<file path="src/rtl/word_lane_arbiter.sv">
// word_lane_arbiter: round-robin, word-granular arbiter that shares one
// 8->32 bit word packer among NUM_LANES byte streams. A lane keeps its grant
// for exactly four accepted bytes, so a packed word never mixes lanes.
// Optional feature macro: WORD_TIMEOUT_EN (pads a stalled partial word with 0x00).
module word_lane_arbiter #(
  parameter int NUM_LANES = 4,
  parameter int LANE_W    = 2,
  parameter int TIMEOUT   = 8
) (
  input  logic                   clk_4f,
  input  logic                   reset,
  input  logic [NUM_LANES-1:0]   req_valid,
  input  logic [8*NUM_LANES-1:0] req_data,
  output logic [NUM_LANES-1:0]   req_ready,
  output logic                   valid_in,
  output logic [7:0]             Data_in,
  output logic [LANE_W-1:0]      lane_out,
  output logic                   word_start,
  output logic                   word_end,
  output logic                   busy,
  output logic                   timeout_err
);

  // Reject inconsistent parameter sets at elaboration.
  if (LANE_W != $clog2(NUM_LANES) || TIMEOUT < 1) begin : g_param_check
    $error("word_lane_arbiter: bad parameters");
  end

  typedef enum logic [1:0] {IDLE, GRANT, PAD} state_t;

  state_t              state;
  logic [LANE_W-1:0]   grant;
  logic [LANE_W-1:0]   ptr;
  logic [1:0]          cnt;
  logic [LANE_W-1:0]   base;
  logic [LANE_W-1:0]   pick;
  logic [LANE_W:0]     s;
  logic                found;
  logic                any_req;
  logic                xfer;
  logic [7:0]          byte_sel;

`ifdef WORD_TIMEOUT_EN
  localparam int SW = $clog2(TIMEOUT + 1);
  logic [SW-1:0] stall;
`endif

  assign any_req  = |req_valid;
  assign xfer     = (state == GRANT) && req_valid[grant];
  assign byte_sel = req_data[{grant, 3'b000} +: 8];
  assign busy     = (state != IDLE);

  // Round-robin pick: first valid lane after base, wrapping; base itself last.
  // From IDLE the search starts after ptr; at a word end it starts after the
  // lane that just finished (ptr is being updated to that lane the same edge).
  always_comb begin
    base  = (state == IDLE) ? ptr : grant;
    pick  = '0;
    found = 1'b0;
    s     = '0;
    for (int i = 0; i < NUM_LANES; i++) begin
      s = {1'b0, base} + (LANE_W+1)'(i + 1);
      if (s >= (LANE_W+1)'(NUM_LANES)) s = s - (LANE_W+1)'(NUM_LANES);
      if (!found && req_valid[s[LANE_W-1:0]]) begin
        pick  = s[LANE_W-1:0];
        found = 1'b1;
      end
    end
  end

  // Ready goes only to the granted lane and does not wait on its valid.
  always_comb begin
    req_ready = '0;
    if (state == GRANT) req_ready[grant] = 1'b1;
  end

  // Grant FSM with registered packer-side outputs (one cycle latency).
  always_ff @(posedge clk_4f) begin
    if (reset) begin
      state       <= IDLE;
      grant       <= '0;
      ptr         <= LANE_W'(NUM_LANES - 1);
      cnt         <= '0;
      valid_in    <= 1'b0;
      Data_in     <= '0;
      lane_out    <= '0;
      word_start  <= 1'b0;
      word_end    <= 1'b0;
      timeout_err <= 1'b0;
`ifdef WORD_TIMEOUT_EN
      stall       <= '0;
`endif
    end else begin
      valid_in    <= 1'b0;
      word_start  <= 1'b0;
      word_end    <= 1'b0;
      timeout_err <= 1'b0;
      case (state)
        IDLE: begin
          if (any_req) begin
            grant <= pick;
            cnt   <= '0;
            state <= GRANT;
          end
        end
        GRANT: begin
          if (xfer) begin
            valid_in   <= 1'b1;
            Data_in    <= byte_sel;
            lane_out   <= grant;
            word_start <= (cnt == 2'd0);
            word_end   <= (cnt == 2'd3);
            cnt        <= cnt + 2'd1;
`ifdef WORD_TIMEOUT_EN
            stall      <= '0;
`endif
            if (cnt == 2'd3) begin
              ptr <= grant;
              if (any_req) grant <= pick;
              else         state <= IDLE;
            end
          end
`ifdef WORD_TIMEOUT_EN
          // Only a started word can time out; a grant with no bytes waits forever.
          else if (cnt != 2'd0) begin
            if (stall == SW'(TIMEOUT - 1)) begin
              stall <= '0;
              state <= PAD;
            end else begin
              stall <= stall + SW'(1);
            end
          end
`endif
        end
`ifdef WORD_TIMEOUT_EN
        // Fill the rest of the word with zero bytes, then re-arbitrate.
        PAD: begin
          valid_in <= 1'b1;
          Data_in  <= 8'h00;
          lane_out <= grant;
          word_end <= (cnt == 2'd3);
          cnt      <= cnt + 2'd1;
          if (cnt == 2'd3) begin
            timeout_err <= 1'b1;
            ptr         <= grant;
            if (any_req) begin
              grant <= pick;
              state <= GRANT;
            end else begin
              state <= IDLE;
            end
          end
        end
`endif
        default: state <= IDLE;
      endcase
    end
  end

endmodule
</file>
<file path="config.mk">
export PLATFORM = sky130hd
export DESIGN_NAME = word_lane_arbiter
export DESIGN_NICKNAME = d
export VERILOG_FILES = /design/src/rtl/word_lane_arbiter.sv
export SDC_FILE = /design/constraint.sdc
export NUM_CORES = 1
export LEC_CHECK = 0
export BUFFER_PORTS_ARGS = -buffer_cell sky130_fd_sc_hd__buf_2
export CORE_UTILIZATION = 41
export DETAILED_ROUTE_END_ITERATION = 8
export PLACE_DENSITY = 0.75
export SLEW_MARGIN = 20
export SYNTH_ARGS = -nofsm -noshare
export SYNTH_HDL_FRONTEND = slang
export SYNTH_SLANG_ARGS = --single-unit
</file>
<file path="constraint.sdc">
create_clock -name clk_4f -period 1.6 [get_ports clk_4f]
set_clock_uncertainty 0.1 [all_clocks]
set_input_delay 0.24 -clock clk_4f [delete_from_list [all_inputs] [get_ports clk_4f]]
set_output_delay 0.24 -clock clk_4f [all_outputs]
set_load 0.02 [all_outputs]
</file>
== Yosys cells after proc, flatten, opt, wreduce, memory -nomap -nowiden ==
Cells that the tools add are included.

* Eq/ne operators: 6
* Mux-type cells: 38
* Add/sub/neg operators: 9
* Shift operators: 1
* Reductions and logical operators: 20
* Bitwise operators: 2
* Order comparisons: 10

{| class="wikitable"
|+ Operators with widths
! kind !! number
|-
| 2-bit 2-to-1 mux || 18
|-
| 32-bit by 6-bit indexed part select with 8-bit output || 1
|-
| 2-bit by 3-bit less-than comparator with 1-bit output (second input constant) || 5
|-
| 3-bit >= comparator (second input constant) || 4
|-
| 2-bit one-hot mux with 2 select lines || 3
|-
| 1-bit binary-select mux with 2-bit select || 5
|-
| 1-bit 2-to-1 mux || 10
|-
| 3-bit AND reduction || 3
|-
| 2-bit by 1-bit subtractor with 2-bit output (second input constant) || 4
|-
| 2-bit by 2-bit adder with 3-bit output (second input constant) || 2
|-
| 2-bit != test (second input constant) || 3
|-
| 1-bit logical AND || 5
|-
| 2-bit zero test || 2
|-
| 4-bit 2-to-1 mux || 1
|-
| 4-bit AND reduction || 1
|-
| 2-bit nonzero test || 2
|-
| 4-bit OR reduction || 1
|-
| 2-bit by 1-bit adder with 3-bit output (second input constant) || 1
|-
| 2-bit by 3-bit adder with 3-bit output (second input constant) || 1
|-
| 1-bit zero test || 3
|-
| 3-bit OR reduction || 1
|-
| 2-bit by 1-bit adder with 2-bit output (second input constant) || 1
|-
| 1-bit demux with 2-bit select || 1
|-
| 2-bit by 1-bit == test with 1-bit output (second input constant) || 1
|-
| 6 further kinds || 7
|}

* Register bits after elaboration: 21
* Bits of input ports: 38

== Longest topological paths before layout ==
Gate-level depths: netlist of run 1.

* Depth after elaboration: 21
* Depth in mapped cells: 6

== Least setup slack after synthesis of run 1 ==
Ideal clock, no wire load.

* Path kind: register to register
* Start: reg state[0]
* End: reg grant[1]
* Buffers on the path: 0
* Arrival: 1.635 ns
* Stages on the path, launching flop included: 5
* Path slack: -0.253 ns
* Data required time: 1.383 ns
* Cell sequence: dfxtp_1 > nor3b_1 > or2_2 > o21ai_0 > a32o_1

* Cells in the longest elaborated chain, start to end: 21

{| class="wikitable"
|+ RTL lines
! element !! RTL line !! text
|-
| start: declaration || 31 || <nowiki>state_t state;</nowiki>
|-
| start signal: assignment || 80 || <nowiki>state <= IDLE;</nowiki>
|-
| start signal: assignment || 103 || <nowiki>state <= GRANT;</nowiki>
|-
| start signal: assignment || 120 || <nowiki>else state <= IDLE;</nowiki>
|-
| 2-bit zero test || 57, 98 ||
|-
| 2-bit 2-to-1 mux || 57 || <nowiki>base = (state == IDLE) ? ptr : grant;</nowiki>
|-
| 2-bit by 1-bit adder with 3-bit output || 62 || <nowiki>s = {1'b0, base} + (LANE_W+1)'(i + 1);</nowiki>
|-
| 3-bit >= comparator / 2-bit by 1-bit subtractor with 2-bit output (equally long branches) || 63 || <nowiki>if (s >= (LANE_W+1)'(NUM_LANES)) s = s - (LANE_W+1)'(NUM_LANES);</nowiki>
|-
| 2-bit 2-to-1 mux || 63 ||
|-
| 1-bit binary-select mux with 2-bit select || 64 || <nowiki>if (!found && req_valid[s[LANE_W-1:0]]) begin</nowiki>
|-
| 1-bit 2-to-1 mux (not written as such) || 64 ||
|-
| 1-bit 2-to-1 mux || 64 ||
|-
| (+5 left out) || - ||
|-
| 1-bit 2-to-1 mux || 64 ||
|-
| 1-bit zero test || 64 ||
|-
| 1-bit logical AND || 64 ||
|-
| 2-bit 2-to-1 mux || 64 ||
|-
| 2-bit 2-to-1 mux || 100, 119 ||
|-
| 2-bit 2-to-1 mux || 117 || <nowiki>if (cnt == 2'd3) begin</nowiki>
|-
| 2-bit 2-to-1 mux || 107 || <nowiki>if (xfer) begin</nowiki>
|-
| 2-bit one-hot mux with 2 select lines || 98 || <nowiki>case (state)</nowiki>
|-
| end signal: assignment || 101 || <nowiki>grant <= pick;</nowiki>
|-
| end signal: assignment || 119 || <nowiki>if (any_req) grant <= pick;</nowiki>
|-
| end: declaration || 32 || <nowiki>logic [LANE_W-1:0] grant;</nowiki>
|}

Parallel ways exist; a longest one is shown, timed or not. The select of a mux whose other input is x is not followed.
A chain may end at the register's enable or synchronous reset.

== Worst setup path in the final report of run 1 ==
* Start: reg grant[0]
* End: reg ptr[1]

* Cells in the longest elaborated chain, start to end: 4

{| class="wikitable"
|+ RTL lines
! element !! RTL line !! text
|-
| 1-bit binary-select mux with 2-bit select || 49 || <nowiki>assign xfer = (state == GRANT) && req_valid[grant];</nowiki>
|-
| 1-bit 2-to-1 mux (not written as such) || 49 ||
|-
| 1-bit logical AND || 49 ||
|-
| 3-bit AND reduction (no line) || - ||
|-
| end signal: assignment || 82 || <nowiki>ptr <= LANE_W'(NUM_LANES - 1);</nowiki>
|-
| end signal: assignment || 118 || <nowiki>ptr <= grant;</nowiki>
|-
| end: declaration || 33 || <nowiki>logic [LANE_W-1:0] ptr;</nowiki>
|}

Every way passes these cells. The select of a mux whose other input is x is not followed.

==> run metrics, run 1 <==
Synth warnings=0; first-pass GRT wire length=between 4000 and 5000 um; fill count=221; final wirelength=between 3000 and 4000 um; RD Place Congestion=approximately 0.8; All-Layer GR Usage=between 10% and 20%; 1st-pass router iterations=4; Gate Count Post-Synth=roughly 130; grt total ovfl=0; clk sink count=20; Num CTS Buffers=3; mean number of vias per cell=5.34; Die Footprint=roughly 3000 sq um; Top FF cell, synth=dfxtp_1; WP buf/inv=0; max frequency=620 MHz; # setup viols final=4; fin nets=between 200 and 250; Root Driver=clkbuf_4; antenna violations before repair=0; Initial DRC Count=33; Hold/Removal Path Class=in2reg; Yosys reg bits=20; clock-pin slew on the worst setup and hold paths=around 110 ps; Fin. Hold Viols=0; core outline area=2730 sq um; dpl hpwl=roughly 2300 um; Cell Pwr Density=689 nW/um^2; Worst setup SP type=flop; Die Height=roughly 56 um; CP arrival=1690 ps; vias in the first global route=between 1000 and 1500; Port Buf Inserts=55; worst setup path class=reg2reg; Mapped Nets=roughly 170; crit path max fanout=5; area delta synth->final=46.7%; drt wl/cell=around 14 um; FFs w/ async S/R, synth=0%; Slowest-stage cell, CP=mux4_2; failing checks=setup timing; unrepaired setup endpoints after global routing=true; number of primary I/O pins=57; Min Clock Period, post-route=around 1600 ps; Routed Antenna Nets=0; layout cells sized above 1=between 50% and 60%; CTS tree=built; MaxCap Viol Count=0; syn_area_per_cell=9.13 sq um; pin count of the biggest net entering global routing=21; Setup TNS=-28.4 ps; status=finished, violations left; Antenna Diode Count=0; Cell Area, Synth=~1200 sq um; commonest non-fill, non-tap cell in the layout=buf_2; fin crit share=101%; worst-skew pair later-pin latency=approximately 290 ps; initial core utilization=between 40% and 50%; EDFF count, synth=0; vias post-DR=~1200; chip width=55.6 um; critical path's largest stage delay=~550 ps; final worst slack=-13.3 ps; H-tree levels=1; maximum buffer depth of the clock tree=2; most frequent cells in the layout=buf_2 (54), nand2_1 (24), dfxtp_1 (16), a21oi_1 (16), buf_4 (13); DRC viols=0; critical path's top delay family=multiplexers; crit path cell chain=mux4_2 -> and2_4 -> a311o_1; endpoint type of the worst setup path=flop; maximum vdd drop=around 0.42 mV; Synth cell types=35; part of the Yosys area used for sequential elements=roughly 34%; LEAKAGE=approximately 0.00078 uW; Total Power=1190 uW; Slew Viols, Final=0; Required @ worst endpoint=~1700 ps; Rows=19
report_power, final:
part / switching, uW / internal (uW)
logic: 195 / 219
clock network: 140 / 87.4
registers: 20.7 / 527
total: 356 / 833
cells in the mapped netlist, types with 2 or more instances:
cell / number / share of area (%)
nand2_1: 27 / 8.6
dfxtp_1: 20 / 34
a21oi_1: 16 / 6.8
mux4_2: 9 / 17
nor2_1: 6 / 1.9
mux2i_1: 5 / 4.3
buf_4: 4 / 2.6
inv_1: 4 / 1.3
buf_2: 3 / 1.3
clkbuf_1: 3 / 0.96
nor2b_1: 3 / 1.6
and2_1: 2 / 1.1
and3_1: 2 / 1.1
ha_1: 2 / 2.1
mux2_2: 2 / 1.9
o21ai_0: 2 / 0.85
state kept, by name (all words and copies together) (netlist names):
signal,count
word_end,1
lane_out,2
state,1
ptr,2
word_start,1
cnt,2
Data_in,8
grant,2
valid_in,1
worst paths after layout:
check / from / endpoint / slack, ps / cells past startpoint
worst max-delay path: grant[0]$_SDFFE_PP0P_ / ptr[1]$_SDFFE_PP1P_ / -10 / 3
worst min-delay path: reset / Data_in[7]$_SDFFE_PP0P_ / 260 / 2
worst max register to register: grant[0]$_SDFFE_PP0P_ / ptr[1]$_SDFFE_PP1P_ / -10 / 3
worst min register to register: Data_in[4]$_SDFFE_PP0P_ / Data_in[4]$_SDFFE_PP0P_ / 360 / 2
per-layer routing:
metal,GRT usage [%],part of all wire [%]
met5,0,0
met4,5.36,0.81
met3,3.72,5.4
met2,37.2,52
met1,22.9,42
final cells by class:
cell class              count  area, sq um  share of cell area [%]
repair buffers             73          470                    27.2
multi-input cells          95          769                    44.6
inverters                   4         15.0                   0.870
well taps                  31         38.8                    2.25
clock buffers               3         22.5                    1.30
flip-flops and latches     20          410                    23.8
logic make-up after synthesis:
| logic type | Yosys count | synth area share, % |
|---|---|---|
| DFF | 20 | 34.0 |
| muxes | 16 | 23.4 |
| AOI/OAI and AO/OA | 29 | 15.8 |
| adders and majority gates | 2 | 2.13 |
| and+or+nand+nor | 47 | 18.3 |
| other | 1 | 0.319 |
| buffers and inverters | 14 | 6.06 |
stage by stage:
| step | hold WS (ps) | setup WS, ps | util [%] | cell area (sq um) | std cells |
|---|---|---|---|---|---|
| final | 258 | -13.3 | 63.2 | 1730 | 226 |
| after global routing | 241 | -56.0 | 63.2 | 1730 | 226 |
| after CTS | 236 | -3.70 | 59.2 | 1620 | 222 |
| after detailed placement | 345 | -52.5 | 57.7 | 1580 | 219 |
| after global placement | 341 | 4.48 | 57.7 | 1580 | 219 |
| after floorplan | 324 | 0.209 | - | 1190 | 129 |
timing repair:
item | CTS | global route
pin swaps | 2 | 0
resized for setup | 7 | 16
buffers inserted | 0 | 4
endpoints found under the setup margin | 17 | 16
hold buffers | 0 | 0
Power figures use the tool's default switching activity.
==> inputs of run 2 (changes only) <==
Settings changed: ABC_AREA set to 1, CELL_PAD_IN_SITES_DETAIL_PLACEMENT set to 1, CELL_PAD_IN_SITES_GLOBAL_PLACEMENT set to 1, CORE_UTILIZATION 41 to 28, PLACE_DENSITY 0.75 to not set, PLACE_DENSITY_LB_ADDON set to 0.1.
==> run 2 against run 1 <==
  * The flow now finishes without violations
  * Sequential power increased by 3%
  * Highest routed layer unchanged
  * Synthesized cell count increased by 71%
  * Combinational power increased by 44%
  * Critical path type is now reg2out
  * Largest cell class unchanged
==> run metrics, run 2 <==
# setup viols final=0 (was 4); P_int=996 uW (was 833 uW); Synth cell types=22 (was 35); post-synth top area share=30.1% (was 34.0%); FFs w/ async S/R, synth=0% (unchanged); clk sink count=20 (unchanged); ranking of synthesized cells by area=dfxtp_1 (30%), nand2_1 (17%), o21ai_0 (10%) (was dfxtp_1 (34%), mux4_2 (17%), nand2_1 (8.6%)); Worst setup startpoint=state[0]$_SDFFE_PP0P_ (was grant[0]$_SDFFE_PP0P_); final cell count without fillers=349 (was 226); Die Height=70.9 um (was 55.6 um); vias post-DR=1664 (was 1206); H-tree levels=1 (unchanged); part of the Yosys area used for sequential elements=30.1% (was 34.0%); syn_area_per_cell=6.02 sq um (was 9.13 sq um); initial core utilization=29.7% (was 43.1%); maximum buffer depth of the clock tree=2 (unchanged); grt total ovfl=0 (unchanged); Num CTS Buffers=3 (unchanged); status=completed (was finished, violations left); max reg flops=8 (unchanged); drt wl/cell=13.0 um (was 13.7 um); max frequency=649 MHz (was 620 MHz); area delta synth->final=48.3% (was 46.7%); worst setup path class=reg2out (was reg2reg); final core occ=44.1% (was 63.2%); Top reg by flops=Data_in (unchanged); Flop pwr share=36.6% (was 46.1%); final wirelength=4530 um (was 3090 um); vias in the first global route=1713 (was 1177); Synth warnings=0 (unchanged); net switching power=553 uW (was 356 uW); unrepaired setup endpoints after global routing=true (unchanged); commonest non-fill, non-tap cell in the layout=buf_2 (unchanged); Setup TNS=0 ps (was -28.4 ps); antenna violations before repair=0 (unchanged); Hold Crit Start=reset (unchanged); area leader, netlist=dfxtp_1 (unchanged); worst-skew pair later-pin latency=260 ps (was 290 ps); DP Worst Slack=-89.3 ps (was -52.5 ps); 1st-pass router iterations=6 (was 4); FF/Latch Area=413 sq um (was 410 sq um); Clock power frac=25.1% (was 19.2%); fin crit share=96.2% (was 101%); final worst slack=60.1 ps (was -13.3 ps); most frequent cells in the layout=buf_2 (54), nand2_1 (50), buf_4 (27) (was buf_2 (54), nand2_1 (24), dfxtp_1 (16), a21oi_1 (16), buf_4 (13)); DRC viols=0 (unchanged); CTS tree=built (unchanged); Rows=24 (was 19); reg2reg setup slack=80 ps (was -10 ps); Antenna Diode Count=0 (unchanged); Min Clock Period, post-route=1540 ps (was 1610 ps); dpl hpwl=3630 um (was 2310 um); Gate Count Post-Synth=221 (was 129); All-Layer GR Usage=18.8% (was 19.8%); pin count of the biggest net entering global routing=18 (was 21); Root Driver=clkbuf_8 (was clkbuf_4); clock-pin slew on the worst setup and hold paths=80 ps (was 110 ps); crit path max fanout=6 (was 5); Port Buf Inserts=55 (unchanged); CP arrival=1200 ps (was 1690 ps); most instantiated cells after synthesis=nand2_1 (60), nor2_1 (28), o21ai_0 (27), dfxtp_1 (20), inv_1 (19) (was nand2_1 (27), dfxtp_1 (20), a21oi_1 (16), mux4_2 (9), nor2_1 (6)); Worst R2R Start=state[0]$_SDFFE_PP0P_ (was grant[0]$_SDFFE_PP0P_); Yosys reg bits=20 (unchanged); Mapped Nets=261 (was 169); RD Place Congestion=0.789 (was 0.815); core outline area=4470 sq um (was 2730 sq um); maximum vdd drop=0.344 mV (was 0.422 mV); Top FF cell, synth=dfxtp_1 (unchanged); Worst setup SP type=flop (unchanged); Routed Antenna Nets=0 (unchanged); EDFF count, synth=0 (unchanged); chip width=70.9 um (was 55.6 um); number of primary I/O pins=57 (unchanged); area taken by multi-input logic gates=876 sq um (was 769 sq um); Cell Pwr Density=786 nW/um^2 (was 689 nW/um^2); LEAKAGE=0.00103 uW (was 0.000776 uW); Cell Area, Synth=1330 sq um (was 1180 sq um); switching part of the total power=35.7% (was 29.9%); Slew Viols, Final=0 (unchanged); Initial DRC Count=36 (was 33); Die Footprint=5030 sq um (was 3090 sq um); Fin. Hold Viols=0 (unchanged); mean number of vias per cell=4.77 (was 5.34); Hold/Removal Path Class=in2reg (unchanged); Logic pwr share=38.3% (was 34.8%); endpoint type of the worst setup path=output pin (was flop); Required @ worst endpoint=1260 ps (was 1680 ps); most frequent cell after synthesis=nand2_1 (unchanged); DP Cell Count=342 (was 219); layout cells sized above 1=39.1% (was 52.8%); MaxCap Viol Count=0 (unchanged); fin nets=338 (was 237); first-pass GRT wire length=7570 um (was 4950 um); fill count=622 (was 221)
run 2: cell count changes in the layout (fill, tap and decap cells not counted), sizes merged, moves of 5 or more:
cell	delta
nand2	+42
o21ai	+25
nor2	+23
inv	+17
nand3	+15
mux4	-9
buf	+8
o22ai	+8
mux2i	-5
run 2: worst paths after layout:
kind / to / cells after the start
worst max-delay path: req_ready[1] / 4
worst min-delay path: Data_in[6]$_SDFFE_PP0P_ / 2
worst max register to register: grant[0]$_SDFFE_PP0P_ / 11
worst min register to register: Data_in[6]$_SDFFE_PP0P_ / 2
run 2: cell families (layout without fill, tap and decap cells):
group                    after synthesis  after routing  share of synthesized area, %
AND/OR/NAND/NOR                      115            115                          37.6
AO/OA/AOI/OAI                         52             52                          20.7
buffers and inverters                 31            107                          9.41
flip-flops                            20             20                          30.1
adder cells (fa/ha/maj)                2              2                          1.88
other                                  1              1                         0.282
run 2: stage by stage:
stage	total power [uW]	instance area [sq um]	hold WS, ps
2_1_floorplan	903	1330	235
3_3_place_gp	1120	1800	352
3_5_place_dp	1130	1800	355
4_1_cts	1520	1870	238
5_1_grt	1650	1970	249
6_report	1550	1970	247
run 2: what timing repair did:
action / 4_1_cts / 5_1_grt
setup endpoints to repair: 20 / 19
pin swaps: 1 / 4
buffers inserted: 1 / 2
resized for setup: 3 / 30
gates cloned: 0 / 0
hold buffers: 0 / 0
run 2: routing by layer:
layer  GRT usage [%]  wire, um  vias up
li1                -         -      872
met1            24.4      2080      746
met2            32.4      2180       42
met3            4.84       247        4
met4            2.00        19        0
met5               0         0        -
run 2: cell type report:
| cell class | instances | area share [%] |
|---|---|---|
| Tap cell | 52 | 3.30 |
| Sequential cell | 20 | 20.9 |
| Inverter | 22 | 4.57 |
| Timing Repair Buffer | 81 | 24.0 |
| Multi-Input combinational cell | 170 | 44.4 |
| Clock buffer | 4 | 2.79 |
run 2: critical path, stage by stage, from the launching register on:
cell     delay, ps
dfxtp_4        440
nand2_4        100
buf_4          150
nor2_1          70
buf_2          160
run 2: power by group through the flow:
stage | logic [uW] | clock network, uW | registers (uW)
finish | 593 | 389 | 567
global route | 666 | 412 | 573
CTS | 560 | 397 | 566
detailed placement | 554 | 0 | 576
global placement | 549 | 0 | 575
floorplan | 303 | 0 | 600
